## config.mk

```make
export PLATFORM = sky130hd
export DESIGN_NAME = song_recorder
export DESIGN_NICKNAME = d
export VERILOG_FILES = /design/src/rtl/song_recorder.sv
export SDC_FILE = /design/constraint.sdc
export NUM_CORES = 1
export LEC_CHECK = 0
export CAP_MARGIN = 10
export CORE_MARGIN = 2
export CORE_UTILIZATION = 60
export DETAILED_ROUTE_END_ITERATION = 8
export PLACE_DENSITY = 0.77
export SLEW_MARGIN = 20
export SYNTH_ARGS = -nofsm -noshare
export SYNTH_HDL_FRONTEND = slang
export SYNTH_SLANG_ARGS = --single-unit
```

## constraint.sdc

```tcl
create_clock -name clk -period 7.24 [get_ports clk]
set_input_delay 1.448 -clock clk [delete_from_list [all_inputs] [get_ports clk]]
set_output_delay 1.448 -clock clk [all_outputs]
set_load 0.05 [all_outputs]
```

## src/rtl/song_recorder.sv

```systemverilog
// song_recorder: turns live key press/release events into song RAM words.
// Define SONG_RECORDER_STEAL_EN to steal the longest-held voice on overflow.
module song_recorder #(
    parameter int ADDR_W = 7
) (
    input  logic              clk,
    input  logic              reset,
    input  logic              record,
    input  logic [1:0]        song,
    input  logic              beat,
    input  logic              key_valid,
    input  logic              key_press,
    input  logic [5:0]        key_note,
    output logic              key_ready,
    output logic              wr_en,
    output logic [ADDR_W-1:0] wr_addr,
    output logic [15:0]       wr_data,
    output logic [2:0]        voice_busy,
    output logic              full,
    output logic              rec_done
);
    localparam int OFF_W = ADDR_W - 2;
    localparam logic [OFF_W-1:0] LAST = '1;
    localparam logic [OFF_W-1:0] LAST_M1 = {{(OFF_W-1){1'b1}}, 1'b0};
    localparam logic [ADDR_W-1:0] ONE = ADDR_W'(1);
`ifdef SONG_RECORDER_STEAL_EN
    localparam bit STEAL_EN = 1'b1;
`else
    localparam bit STEAL_EN = 1'b0;
`endif

    typedef enum logic [2:0] {
        IDLE, ARMED, WR_ADV, WR_NOTE, WR_REL, FLUSH, WR_END
    } state_t;

    function automatic logic [5:0] sat_inc(input logic [5:0] v, input logic inc);
        return (inc && v != 6'd63) ? v + 6'd1 : v;
    endfunction

    function automatic logic [15:0] note_word(input logic [1:0] v,
                                              input logic [5:0] n,
                                              input logic [5:0] d);
        return {2'b00, v, n, d};
    endfunction

    state_t            state_q, state_d;
    logic [ADDR_W-1:0] addr_q, addr_d;
    logic [5:0]        gap_q, gap_d;
    logic              full_q, full_d;
    logic              stop_q, stop_d;
    logic              rec_prev_q, rec_prev_d;
    logic [2:0]        busy_q, busy_d;
    logic [5:0]        note_q [3];
    logic [5:0]        note_d [3];
    logic [5:0]        cnt_q [3];
    logic [5:0]        cnt_d [3];
    logic [ADDR_W-1:0] slot_q [3];
    logic [ADDR_W-1:0] slot_d [3];
    logic [1:0]        pend_voice_q, pend_voice_d;
    logic [5:0]        pend_note_q, pend_note_d;
    logic [5:0]        pend_adv_q, pend_adv_d;
    logic              pend_go_q, pend_go_d;
    logic              wr_en_q, wr_en_d;
    logic [ADDR_W-1:0] wr_addr_q, wr_addr_d;
    logic [15:0]       wr_data_q, wr_data_d;
    logic              rec_done_q, rec_done_d;

    logic [5:0]        adv, old_cnt, fin_dur;
    logic [OFF_W-1:0]  off_q, off_d;
    logic              room, hit, go_first, go_fin, go_flush;
    logic [1:0]        free_v, hit_v, low_v, old_v, fin_v, pv;

    assign adv   = sat_inc(gap_q, beat);
    assign off_q = addr_q[OFF_W-1:0];
    // Last word of a region is kept for the end marker.
    assign room  = (off_q != LAST) && !(off_q == LAST_M1 && adv != 6'd0);

    always_comb begin
        free_v  = 2'd0;
        hit     = 1'b0;
        hit_v   = 2'd0;
        low_v   = 2'd0;
        old_v   = 2'd0;
        old_cnt = cnt_q[0];
        for (int i = 2; i >= 0; i--) begin
            if (!busy_q[i]) free_v = 2'(i);
            if (busy_q[i]) low_v = 2'(i);
            if (busy_q[i] && note_q[i] == key_note) begin
                hit   = 1'b1;
                hit_v = 2'(i);
            end
        end
        for (int i = 1; i < 3; i++) begin
            if (cnt_q[i] > old_cnt) begin
                old_cnt = cnt_q[i];
                old_v   = 2'(i);
            end
        end
    end

    always_comb begin
        state_d      = state_q;
        addr_d       = addr_q;
        gap_d        = gap_q;
        full_d       = full_q;
        stop_d       = stop_q;
        rec_prev_d   = record;
        busy_d       = busy_q;
        note_d       = note_q;
        cnt_d        = cnt_q;
        slot_d       = slot_q;
        pend_voice_d = pend_voice_q;
        pend_note_d  = pend_note_q;
        pend_adv_d   = pend_adv_q;
        pend_go_d    = pend_go_q;
        wr_en_d      = 1'b0;
        wr_addr_d    = wr_addr_q;
        wr_data_d    = wr_data_q;
        rec_done_d   = 1'b0;
        go_first     = 1'b0;
        go_fin       = 1'b0;
        go_flush     = 1'b0;
        fin_v        = 2'd0;
        pv           = 2'd0;
        fin_dur      = 6'd0;
        off_d        = '0;

        if (state_q != IDLE) begin
            gap_d  = adv;
            stop_d = stop_q | ~record;
            for (int i = 0; i < 3; i++) begin
                if (busy_q[i]) cnt_d[i] = sat_inc(cnt_q[i], beat);
            end
        end

        unique case (state_q)
            IDLE: begin
                if (record && !rec_prev_q) begin
                    state_d   = ARMED;
                    addr_d    = {song, {OFF_W{1'b0}}};
                    gap_d     = 6'd0;
                    busy_d    = 3'b000;
                    full_d    = 1'b0;
                    stop_d    = 1'b0;
                    pend_go_d = 1'b0;
                end
            end
            ARMED: begin
                if (key_valid) begin
                    if (key_press) begin
                        if (key_note != 6'd0 && !hit && !full_q && room &&
                            (busy_q != 3'b111 || STEAL_EN)) begin
                            go_fin       = (busy_q == 3'b111);
                            go_first     = !go_fin;
                            fin_v        = old_v;
                            pv           = go_fin ? old_v : free_v;
                            pend_go_d    = go_fin;
                            pend_voice_d = pv;
                            pend_note_d  = key_note;
                            pend_adv_d   = adv;
                            busy_d[pv]   = 1'b1;
                            note_d[pv]   = key_note;
                            cnt_d[pv]    = 6'd0;
                            slot_d[pv]   = addr_q + ADDR_W'(adv != 6'd0);
                            gap_d        = 6'd0;
                            if (go_fin) state_d = WR_REL;
                        end
                    end else if (key_note != 6'd0 && hit) begin
                        go_fin        = 1'b1;
                        fin_v         = hit_v;
                        busy_d[hit_v] = 1'b0;
                        state_d       = WR_REL;
                    end
                end else if (stop_q || !record) begin
                    go_flush = 1'b1;
                end
            end
            WR_ADV: begin
                wr_en_d   = 1'b1;
                wr_addr_d = addr_q;
                wr_data_d = note_word(pend_voice_q, pend_note_q, 6'd0);
                addr_d    = addr_q + ONE;
                state_d   = WR_NOTE;
            end
            WR_NOTE: state_d = ARMED;
            WR_REL: begin
                if (pend_go_q) begin
                    go_first  = 1'b1;
                    pend_go_d = 1'b0;
                end else begin
                    state_d = ARMED;
                end
            end
            FLUSH: go_flush = 1'b1;
            WR_END: begin
                rec_done_d = 1'b1;
                state_d    = IDLE;
            end
            default: state_d = IDLE;
        endcase

        if (go_flush) begin
            wr_en_d = 1'b1;
            if (|busy_q) begin
                go_fin        = 1'b1;
                fin_v         = low_v;
                busy_d[low_v] = 1'b0;
                state_d       = FLUSH;
            end else begin
                wr_addr_d = addr_q;
                wr_data_d = 16'h0000;
                state_d   = WR_END;
            end
        end

        if (go_fin) begin
            fin_dur   = (cnt_q[fin_v] == 6'd0) ? 6'd1 : cnt_q[fin_v];
            wr_en_d   = 1'b1;
            wr_addr_d = slot_q[fin_v];
            wr_data_d = note_word(fin_v, note_q[fin_v], fin_dur);
        end

        if (go_first) begin
            wr_en_d   = 1'b1;
            wr_addr_d = addr_q;
            addr_d    = addr_q + ONE;
            if (pend_adv_d != 6'd0) begin
                wr_data_d = {1'b1, 9'd0, pend_adv_d};
                state_d   = WR_ADV;
            end else begin
                wr_data_d = note_word(pend_voice_d, pend_note_d, 6'd0);
                state_d   = WR_NOTE;
            end
        end

        off_d = addr_d[OFF_W-1:0];
        if (state_q != IDLE &&
            (off_d == LAST || (off_d == LAST_M1 && gap_d != 6'd0)))
            full_d = 1'b1;
    end

    always_ff @(posedge clk) begin
        if (!reset) begin
            state_q      <= IDLE;
            addr_q       <= '0;
            gap_q        <= '0;
            full_q       <= 1'b0;
            stop_q       <= 1'b0;
            rec_prev_q   <= 1'b0;
            busy_q       <= '0;
            note_q       <= '{default: '0};
            cnt_q        <= '{default: '0};
            slot_q       <= '{default: '0};
            pend_voice_q <= '0;
            pend_note_q  <= '0;
            pend_adv_q   <= '0;
            pend_go_q    <= 1'b0;
            wr_en_q      <= 1'b0;
            wr_addr_q    <= '0;
            wr_data_q    <= '0;
            rec_done_q   <= 1'b0;
        end else begin
            state_q      <= state_d;
            addr_q       <= addr_d;
            gap_q        <= gap_d;
            full_q       <= full_d;
            stop_q       <= stop_d;
            rec_prev_q   <= rec_prev_d;
            busy_q       <= busy_d;
            note_q       <= note_d;
            cnt_q        <= cnt_d;
            slot_q       <= slot_d;
            pend_voice_q <= pend_voice_d;
            pend_note_q  <= pend_note_d;
            pend_adv_q   <= pend_adv_d;
            pend_go_q    <= pend_go_d;
            wr_en_q      <= wr_en_d;
            wr_addr_q    <= wr_addr_d;
            wr_data_q    <= wr_data_d;
            rec_done_q   <= rec_done_d;
        end
    end

    assign key_ready  = (state_q == ARMED);
    assign wr_en      = wr_en_q;
    assign wr_addr    = wr_addr_q;
    assign wr_data    = wr_data_q;
    assign voice_busy = busy_q;
    assign full       = full_q;
    assign rec_done   = rec_done_q;

endmodule

```

==> flow_summary.ini <==
[worst_setup_path]
r2r.worst_path.cells = 18
worst_setup_path_start_kind = input pin
path_class = in2reg
worstSetupEndpointType = flip-flop
reg2reg_from = cnt_q[13]
critPathArrivalTime_ps = 5170
r2r_end = cnt_q[8]
critPathMaxFanout = 24
cp.required_ps = 7660
r2r_slack_ps = 2520

[layout]
drive_gt1_share_pct = 8.343
syn_to_final_growth_pct = 14.51
final_cells = 967
fin_nets = 851
fin_area_sq_um = 7625
fin_util_pct = 70.34
num_antenna_cells = 0

[synthesis]
synthTopCellsByArea = dfxtp_1, nor2_1, mux2i_1, nand2_1, ha_1
yosysSeqAreaShare_pct = 35.78
synth_edf_count = 0
async_reset_ff_share_pct = 0
netlist.area_leader.share_pct = 35.78
synth_area_leader_cell = dfxtp_1
ys_seq_elements = 119
postSynthCellCount = 797
syn_nets = 832
synth_warnings = 0
syn_area_sq_um = 6659
synthFlopType = dfxtp_1
syn_avg_cell_area_sq_um = 8.355
yosys.cell_types.count = 87

[floorplanning]
fp-row-count = 38
core_area_sq_um = 10840
die_w_um = 109.3
dieArea_sq_um = 11960
io_pins = 44
initial_core_util_pct = 61.43
die_h_um = 109.3

[sta]
maxSlewHeadroom_pct = 28.77
setup_viol_count_final = 0
slew_viol_final = 0
hold_violations = 0
max_freq_mhz = 210.7
tns_ps = 0
min_period_ps = 4745
worst_pin_slew_ps = 1068
rsz0062_at_grt = false
min_period_over_period_pct = 65.54
skew_ps = 7.433

[pwr]
p_total_mw = 1.872
max-vdd-ir-drop_mv = 0.2323
p_per_area_nw_per_um2 = 245.5
p_leak_nw = 2.666

[status]
status = finished with violations
violations = design-rule violations

[global_routing]
track_usage_pct = 33.21
grt_pass1_vias = 5979
grt_overflow = 0
grt_first_pass_wirelength_mm = 30.30
antenna_found_initial = 0
grt_max_degree = 55

[worst_hold_path]
hold_path_depth = 2
hold_path.class = reg2reg
hold_end = pend_go_q
hp-start = pend_go_q

[cts]
hold_buffers = 0
cts-resized-gates = 0
clk_latency_ps = 540
cts_max_path_buffers = 2
cts_sinks = 119
cts-root-buf = clkbuf_8
htreeDepth = 4
clkTransAtPathRegs_ps = 60
cts_tree = yes
postCtsSetupRepairBufs = 0
cts_made_buffers = 17

[drt]
avgViaCountPerCell = 6.448
num_vias = 6235
wirelength_mm = 18.94
wl_per_cell_um = 19.59
dr.pass1.iters = 7
ant_nets = 0
drtIter0Drc = 727
drc_errors = 1

[placement]
dpl.hpwl_mm = 13.18
place.gp.congestion = 0.9353
dp.cells = 937
place_area_sq_um = 7034
port_buffers = 43

[flow_run]
maxCapViolCount = 0
worst max-delay path: stages:
cell             delay [ps]
clkdlybuf4s50_1         640
nand4_1                 240
o21a_1                  260
a221oi_2                360
o211a_4                 280
nand2_2                 360
nor3_2                  880
buf_4                   360
nand2b_1                260
nor2_1                   80
synth_stat cells, types with 4 or more instances:
| cell type | number |
|---|---|
| dfxtp_1 | 119 |
| nor2_1 | 116 |
| nand2_1 | 87 |
| a21oi_1 | 51 |
| o21ai_0 | 37 |
| mux2i_1 | 34 |
| xnor2_1 | 26 |
| clkbuf_1 | 22 |
| inv_1 | 22 |
| ha_1 | 21 |
| a31oi_1 | 20 |
| a211oi_1 | 18 |
| nand4_1 | 15 |
| xor2_1 | 15 |
| buf_2 | 14 |
| nand3_1 | 11 |
| nor3_1 | 11 |
| and3_1 | 9 |
| a311o_1 | 8 |
| nand2b_1 | 8 |
| a221o_1 | 7 |
| buf_6 | 7 |
| nor2b_1 | 7 |
| and2_1 | 6 |
| o21a_1 | 6 |
| o31ai_1 | 6 |
| a32oi_1 | 5 |
| o21ai_1 | 5 |
| a221oi_2 | 4 |
| or3_1 | 4 |
layer usage:
layer | routed length, um | track usage, %
met4 | 828 | 20.61
met2 | 8916 | 52.38
met5 | 0 | 0
met3 | 1381 | 7.647
met1 | 7813 | 41.02
metrics by stage:
step,setup WS [ps],hold slack [ps]
after CTS,2312,459.6
after floorplan,3453,414.9
after global routing,2264,482.8
final,2495,469.7
after detailed placement,1998,449.9
after global placement,2159,425.0
worst max path at each step:
stage	startpoint	end	slack [ps]	cells after the start
floorplan	cnt_q[13]	wr_addr[3]	3450	19
global placement	beat	cnt_q[10]	2160	10
detailed placement	beat	cnt_q[8]	2000	10
CTS	cnt_q[13]	cnt_q[8]	2310	17
global route	beat	cnt_q[0]	2260	9
finish	beat	cnt_q[8]	2490	10
cell type report:
class | instances | area (sq um)
multi-input combinational | 607 | 3929
clock buffer | 21 | 459.2
timing repair buffer | 48 | 467.9
tap | 140 | 175.2
clock inverter | 9 | 125.1
sequential | 119 | 2382
fill | 870 | 3216
inverter | 23 | 86.33
state kept, by name, indices dropped and copies added (netlist names), 2 cells and up:
name and flops:
voice_busy 3, gap_q 6, addr_q 7, pend_voice_q 2
cnt_q 18, note_q 18, pend_adv_q 6, wr_data 16
state_q 3, wr_addr 7, slot_q 21, pend_note_q 6
cells by family after synthesis:
group | share of synthesized area (%)
DFF | 35.78
buffers and inverters | 5.393
and+or+nand+nor | 22.08
muxes | 5.449
adders and majority gates | 3.946
AOI/OAI and AO/OA | 21.97
xor gates and xnor gates | 5.393
placed cells by master (no fill, tap or decap), types with 5 or more instances in the layout:
cell type / count
o21ai_1: 5
inv_1: 22
and2_1: 6
nor2b_1: 7
dfxtp_1: 119
xnor2_1: 26
nand2_1: 87
a32oi_1: 5
o21a_1: 6
nor2_1: 116
buf_4: 5
mux2i_1: 34
clkbuf_16: 16
xor2_1: 15
nand2b_1: 8
and3_1: 9
a21oi_1: 51
a311o_1: 8
ha_1: 21
a221o_1: 7
nand3_1: 11
a31oi_1: 19
a211oi_1: 18
nand4_1: 15
o31ai_1: 6
nor3_1: 10
o21ai_0: 37
clkdlybuf4s50_1: 43
power breakdown:
group / internal [mW] / switching [mW] / leakage, nW
clock: 0.545 / 0.292 / 0.285
combinational: 0.103 / 0.217 / 1.42
sequential: 0.684 / 0.0312 / 0.962
Note: power is estimated with default switching activity, not from simulation.
